File: config.mk
export PLATFORM = sky130hd
export DESIGN_NAME = pad_button_events
export DESIGN_NICKNAME = d
export VERILOG_FILES = /design/src/rtl/pad_pkg.sv /design/src/rtl/pad_button_cell.sv /design/src/rtl/pad_button_events.sv
export SDC_FILE = /design/constraint.sdc
export NUM_CORES = 1
export LEC_CHECK = 0
export BUFFER_PORTS_ARGS = -buffer_cell sky130_fd_sc_hd__buf_2
export CAP_MARGIN = 20
export CORE_ASPECT_RATIO = 2
export CORE_MARGIN = 8
export CORE_UTILIZATION = 56
export CTS_BUF_LIST = sky130_fd_sc_hd__clkbuf_8
export DETAILED_ROUTE_END_ITERATION = 8
export PLACE_DENSITY = 0.76
export REMOVE_ABC_BUFFERS = 1
export SYNTH_ARGS = -nofsm -noshare
export SYNTH_HDL_FRONTEND = slang
export SYNTH_SLANG_ARGS = --single-unit
File: constraint.sdc
create_clock -name clk -period 13.74 [get_ports clk]
set_clock_uncertainty 0.2 [all_clocks]
set_input_delay 0 -clock clk [delete_from_list [all_inputs] [get_ports clk]]
set_output_delay 0 -clock clk [all_outputs]
set_load 0.05 [all_outputs]
File: src/rtl/pad_pkg.sv
// ----------------------------------------------------------------------------
// pad_pkg
// Shared definitions for the DualShock pad button event logic.
//   PAD_BTN_W   : buttons per pad
//   pad_btn_t   : one pad's button word
//   Button index constants give the bit position of each button in a pad word.
// ----------------------------------------------------------------------------
package pad_pkg;

    localparam int PAD_BTN_W = 16;

    typedef logic [PAD_BTN_W-1:0] pad_btn_t;

    localparam int SELECT   = 0;
    localparam int L3       = 1;
    localparam int R3       = 2;
    localparam int START    = 3;
    localparam int UP       = 4;
    localparam int RIGHT    = 5;
    localparam int DOWN     = 6;
    localparam int LEFT     = 7;
    localparam int L2       = 8;
    localparam int R2       = 9;
    localparam int L1       = 10;
    localparam int R1       = 11;
    localparam int TRIANGLE = 12;
    localparam int CIRCLE   = 13;
    localparam int CROSS    = 14;
    localparam int SQUARE   = 15;

endpackage

File: src/rtl/pad_button_cell.sv
// ----------------------------------------------------------------------------
// pad_button_cell
// Debounce, press/release events, auto-repeat and optional toggle latch for a
// single button. All timing advances only on sample_valid strobes.
//
// Ports:
//   clk          in   system clock
//   rst          in   asynchronous reset, active-high
//   sample_valid in   strobe: raw holds a fresh poll sample
//   raw          in   gated raw level, 1 = pressed
//   pressed      out  debounced level
//   press_evt    out  1-cycle pulse on accepted press
//   release_evt  out  1-cycle pulse on accepted release
//   repeat_evt   out  1-cycle auto-repeat pulse while held
//   toggled      out  flips on each accepted press (PAD_TOGGLE_EN), else 0
//
// Build option: PAD_TOGGLE_EN adds the toggle latch; without it toggled is 0.
// ----------------------------------------------------------------------------
module pad_button_cell
    import pad_pkg::*;
#(
    parameter int STABLE_SAMPLES = 2,
    parameter int HOLD_SAMPLES   = 30,
    parameter int REPEAT_SAMPLES = 6
) (
    input  logic clk,
    input  logic rst,
    input  logic sample_valid,
    input  logic raw,
    output logic pressed,
    output logic press_evt,
    output logic release_evt,
    output logic repeat_evt,
    output logic toggled
);

    localparam int DW = $clog2(STABLE_SAMPLES + 1);
    localparam int RW = $clog2(HOLD_SAMPLES + 1);

    localparam logic [DW-1:0] DEB_LAST   = DW'(STABLE_SAMPLES - 1);
    localparam logic [RW-1:0] REP_LAST   = RW'(HOLD_SAMPLES - 1);
    localparam logic [RW-1:0] REP_RELOAD = RW'(HOLD_SAMPLES - REPEAT_SAMPLES);
    localparam logic [RW-1:0] REP_SAT    = RW'(HOLD_SAMPLES);

    logic [DW-1:0] deb_cnt;
    logic [RW-1:0] rep_cnt;
    logic          accept;

    // The sample that completes the run of differing samples flips the level.
    assign accept = (raw != pressed) && (deb_cnt == DEB_LAST);

    always_ff @(posedge clk or posedge rst) begin
        if (rst) begin
            pressed     <= 1'b0;
            deb_cnt     <= '0;
            rep_cnt     <= '0;
            press_evt   <= 1'b0;
            release_evt <= 1'b0;
            repeat_evt  <= 1'b0;
        end else begin
            press_evt   <= 1'b0;
            release_evt <= 1'b0;
            repeat_evt  <= 1'b0;
            if (sample_valid) begin
                // debounce
                if (raw == pressed) begin
                    deb_cnt <= '0;
                end else if (accept) begin
                    pressed     <= raw;
                    deb_cnt     <= '0;
                    press_evt   <= raw;
                    release_evt <= ~raw;
                end else begin
                    deb_cnt <= deb_cnt + 1'b1;
                end

                // auto-repeat: a sample accepting a press sees pressed==0 and
                // clears; a sample accepting a release is suppressed.
                if (!pressed || accept) begin
                    rep_cnt <= '0;
                end else if (rep_cnt == REP_LAST) begin
                    repeat_evt <= 1'b1;
                    rep_cnt    <= REP_RELOAD;
                end else if (rep_cnt != REP_SAT) begin
                    // REP_SAT is only reached with repeat disabled; park there.
                    rep_cnt <= rep_cnt + 1'b1;
                end
            end
        end
    end

`ifdef PAD_TOGGLE_EN
    always_ff @(posedge clk or posedge rst) begin
        if (rst) begin
            toggled <= 1'b0;
        end else if (sample_valid && accept && raw) begin
            toggled <= ~toggled;
        end
    end
`else
    assign toggled = 1'b0;
`endif

endmodule

File: src/rtl/pad_button_events.sv
// ----------------------------------------------------------------------------
// pad_button_events
// Per-button debounce and event generator for NUM_PADS DualShock pads.
// Converts active-low raw button words into debounced active-high levels and
// emits press, release and auto-repeat pulses. Timing counts poll samples.
//
// Ports (pad p occupies bits [16p +: 16] of every bus):
//   clk            in   system clock
//   rst            in   asynchronous reset, active-high
//   sample_valid   in   strobe: pad_buttons_n holds a fresh poll sample
//   pad_present    in   pad p answered the poll; 0 forces its buttons released
//   pad_buttons_n  in   raw buttons, 0 = pressed
//   pressed        out  debounced level, 1 = pressed
//   press_evt      out  1-cycle pulse: press accepted
//   release_evt    out  1-cycle pulse: release accepted
//   repeat_evt     out  1-cycle pulse: auto-repeat while held
//   toggled        out  press-toggled latch (PAD_TOGGLE_EN), else 0
//
// Build option: PAD_TOGGLE_EN enables the toggle latches in every cell.
// ----------------------------------------------------------------------------
module pad_button_events
    import pad_pkg::*;
#(
    parameter int NUM_PADS       = 2,
    parameter int STABLE_SAMPLES = 2,
    parameter int HOLD_SAMPLES   = 30,
    parameter int REPEAT_SAMPLES = 6
) (
    input  logic                          clk,
    input  logic                          rst,
    input  logic                          sample_valid,
    input  logic [NUM_PADS-1:0]           pad_present,
    input  logic [NUM_PADS*PAD_BTN_W-1:0] pad_buttons_n,
    output logic [NUM_PADS*PAD_BTN_W-1:0] pressed,
    output logic [NUM_PADS*PAD_BTN_W-1:0] press_evt,
    output logic [NUM_PADS*PAD_BTN_W-1:0] release_evt,
    output logic [NUM_PADS*PAD_BTN_W-1:0] repeat_evt,
    output logic [NUM_PADS*PAD_BTN_W-1:0] toggled
);

    for (genvar p = 0; p < NUM_PADS; p++) begin : g_pad
        pad_btn_t raw;

        // An absent pad reads as all released, so held buttons fall back
        // through the normal debounce path.
        assign raw = {PAD_BTN_W{pad_present[p]}} & ~pad_buttons_n[p*PAD_BTN_W +: PAD_BTN_W];

        for (genvar b = 0; b < PAD_BTN_W; b++) begin : g_btn
            pad_button_cell #(
                .STABLE_SAMPLES (STABLE_SAMPLES),
                .HOLD_SAMPLES   (HOLD_SAMPLES),
                .REPEAT_SAMPLES (REPEAT_SAMPLES)
            ) u_cell (
                .clk          (clk),
                .rst          (rst),
                .sample_valid (sample_valid),
                .raw          (raw[b]),
                .pressed      (pressed    [p*PAD_BTN_W + b]),
                .press_evt    (press_evt  [p*PAD_BTN_W + b]),
                .release_evt  (release_evt[p*PAD_BTN_W + b]),
                .repeat_evt   (repeat_evt [p*PAD_BTN_W + b]),
                .toggled      (toggled    [p*PAD_BTN_W + b])
            );
        end
    end

endmodule

==> impl_metrics.env <==
export IMPL_vias=14700
export IMPL_setup_tns_ns=0
export IMPL_post_place_ws_ns=10.76
export IMPL_utilization_pct=62.5
export IMPL_drtPass1Iterations=7
export IMPL_power_density_cell_area_nw_per_um2=157
export IMPL_ctsResizeCount=0
export IMPL_p_seq_share_pct=41.3
export IMPL_min_period_ns=3.39
export IMPL_synthCells=1957
export IMPL_worstPathMaxFanout=136
export IMPL_grt_pass1_vias=15200
export IMPL_p_leak_nw=10.1
export IMPL_comb_power_share_pct=30.5
export IMPL_worst_pin_slew_ns=0.950
export IMPL_status="complete, no violations"
export IMPL_path_buf_inv=6
export IMPL_synth_edf_count=0
export IMPL_p_int_w=0.00207
export IMPL_synth_area_sq_um=19300
export IMPL_r2r_end="g_pad[1].g_btn[14].u_cell.rep_cnt[0]"
export IMPL_cp_cell_sequence="dlygate4sd3_1 -> buf_2 -> dlygate4sd3_1 -> inv_8 -> buf_4 -> buf_4"
export IMPL_cts_tree="built"
export IMPL_ir_drop_v=0.000118
export IMPL_dieArea_sq_um=41000
export IMPL_hold_buffers=66
export IMPL_r2r_slack_ns=11.64
export IMPL_yosysTopAreaCell="dfrtp_1"
export IMPL_hold_depth=5
export IMPL_drive_above_1_share_pct=18.1
export IMPL_hold_path_class="input pin to flop"
export IMPL_grt_start_max_net_pins=137
export IMPL_worstHoldStart="pad_buttons_n[18]"
export IMPL_clkLatencyLatePin_ns=0.60
export IMPL_die_h_microns=279
export IMPL_crit_arrival_ns=3.78
export IMPL_clkSinkCount=352
export IMPL_wire_per_inst_microns=16.0
export IMPL_worstPathRequired_ns=14.13
export IMPL_drtIter0Drc=728
export IMPL_vias_per_cell=5.74
export IMPL_whs_endpoint="g_pad[1].g_btn[2].u_cell.press_evt"
export IMPL_synth_top_area_share_pct=45.7
export IMPL_endpoint_kind="async pin"
export IMPL_hpwl_mm=28.0
export IMPL_ff2ff_path_depth=4
export IMPL_start_kind="input pin"
export IMPL_ys_top_cells_by_area="dfrtp_1 46%, buf_4 6.3%, ha_1 6.2%"
export IMPL_cp_startpoint="rst"
export IMPL_wirelength_mm=41.0
export IMPL_cpPeakStageDelay_ns=0.87
export IMPL_cts_buffers=52
export IMPL_yosys_warnings=0
export IMPL_area_growth_pct=10.4
export IMPL_r2r_start="g_pad[1].g_btn[14].u_cell.rep_cnt[0]"
export IMPL_syn_avg_cell_area_sq_um=9.86
export IMPL_relSlewSlack_pct=36.7
export IMPL_slowest_stage="buf_4"
export IMPL_finalCritPeriodShare_pct=24.7
export IMPL_hold_violations=0
export IMPL_p_sw_w=0.00128
export IMPL_crit_type="input pin to async pin"
export IMPL_antenna_found_initial=1
export IMPL_final_max_slew_viol_count=0
export IMPL_grt_overflow_total=0
export IMPL_ys_flop_type="dfrtp_1"
export IMPL_synth_cell_types=69
export IMPL_critPathTopFamily="buffers and inverters"
export IMPL_coreArea_sq_um=34100
export IMPL_ys_top_cells_by_count="352 x dfrtp_1, 161 x buf_4, 153 x nand2_1"
export IMPL_antenna_left=0
export IMPL_yosysMostFrequentCell="dfrtp_1"
export IMPL_clockPowerShare_pct=28.2
export IMPL_clk_pin_slew_worst_paths_ns=0.07
export IMPL_setup_viol=0
export IMPL_ys_async_sr_fraction_pct=100
export IMPL_grt_pass1_wl_mm=70.1
export IMPL_ios=197
export IMPL_hold_slack_ns=0.0832
export IMPL_h_tree_depth=2
export IMPL_ctsLongestPathBuffers=3
export IMPL_track_usage_pct=20.1
export IMPL_port_buffers=164
export IMPL_grt_setup_unrepaired="false"
export IMPL_swShare_pct=38.2
export IMPL_drc=0
export IMPL_cts_root_buf="clkbuf_8"
export IMPL_fin_nets=2214
export IMPL_ys_seq_area_share_pct=45.7
export IMPL_die_w_microns=147
export IMPL_row_count=96
export IMPL_ys_ff_latch=352
export IMPL_start_util_pct=56.6
export IMPL_drv_cap=0
export IMPL_post_cts_buffers=0
export IMPL_layout_setup_ws_ns=10.35
export IMPL_max_freq_ghz=0.295
export IMPL_place_gp_congestion=0.840
## worst min-delay path: stages
cell and delay, ns:
dlygate4sd3_1 0.52, buf_2 0.11, nor2b_1 0.06, nand2b_1 0.09
nor2_1 0.06
## metal layers
metal  global-route usage [%]  up-vias  wire length (microns)
met2                     38.7      298                  22600
met3                     3.30       81                   1780
li1                         -     7034                      -
met4                     8.65        0                   1310
met5                        0        -                      0
met1                     20.7     7325                  15300
## worst max path at each step
| stage | endpoint | slack [ns] | depth (start not counted) |
|---|---|---|---|
| final | g_pad[0].g_btn[6].u_cell.deb_cnt[0] | 10.35 | 6 |
| after global routing | g_pad[0].g_btn[6].u_cell.deb_cnt[0] | 9.86 | 6 |
| after CTS | g_pad[0].g_btn[7].u_cell.release_evt | 10.26 | 6 |
| after detailed placement | g_pad[0].g_btn[3].u_cell.press_evt | 10.76 | 4 |
| after global placement | g_pad[0].g_btn[2].u_cell.repeat_evt | 10.80 | 4 |
| after floorplan | g_pad[0].g_btn[0].u_cell.deb_cnt[0] | 3.78 | 1 |
## cells by family (layout without fill, tap and decap cells)
logic type,Yosys count,after routing,share of synthesized area (%)
AND/OR/NAND/NOR,678,678,18.2
flip-flops,352,352,45.7
buffers and inverters,297,432,9.08
multiplexers,73,73,4.25
AO/OA/AOI/OAI,453,453,16.3
XOR/XNOR,7,7,0.318
other,1,34,0.0194
adder cells (fa/ha/maj),96,96,6.23
## stage by stage
step	instance area (sq um)	cells	total power [W]
2_1_floorplan	18000	1791	0.00214
3_5_place_dp	19500	2402	0.00240
6_report	21300	2566	0.00334
5_1_grt	21300	2565	0.00356
3_3_place_gp	19500	2402	0.00235
4_1_cts	21300	2564	0.00338
## area by class of cell
cell class                      instances  area (sq um)
Antenna cell                            2          5.00
Clock inverter                         31           282
Tap cell                              441           552
Inverter                              100           385
Sequential cell                       352          8810
Fill cell                            2776         12800
Multi-Input combinational cell       1339          8850
Timing Repair Buffer                  236          1530
Clock buffer                           65           895
## layout by cell type, fill, tap and decap left out, types with 63 or more instances in the layout
cell type and count:
dfrtp_1 352, buf_2 163, nand2_1 153, nor2_1 134, inv_1 107, ha_1 96
nand2b_1 80, a21oi_1 79, dlygate4sd3_1 66, clkbuf_8 65, o21ai_0 64, nand3_1 63
mux2_2 63
## sequential cells by signal, indices dropped and copies added, names as in the netlist
name,count
g_pad.g_btn.u_cell.deb_cnt,64
g_pad.g_btn.u_cell.press_evt,32
g_pad.g_btn.u_cell.pressed,32
g_pad.g_btn.u_cell.release_evt,32
g_pad.g_btn.u_cell.rep_cnt,160
g_pad.g_btn.u_cell.repeat_evt,32
## power by group through the flow
stage / clock network (W) / logic (W) / registers, W
after floorplan: 0 / 0.000582 / 0.00155
after global placement: 0 / 0.000961 / 0.00139
after detailed placement: 0 / 0.00100 / 0.00140
after CTS: 0.000974 / 0.00102 / 0.00138
after global routing: 0.00101 / 0.00113 / 0.00141
final: 0.000942 / 0.00102 / 0.00138
Power figures use the tool's default switching activity.
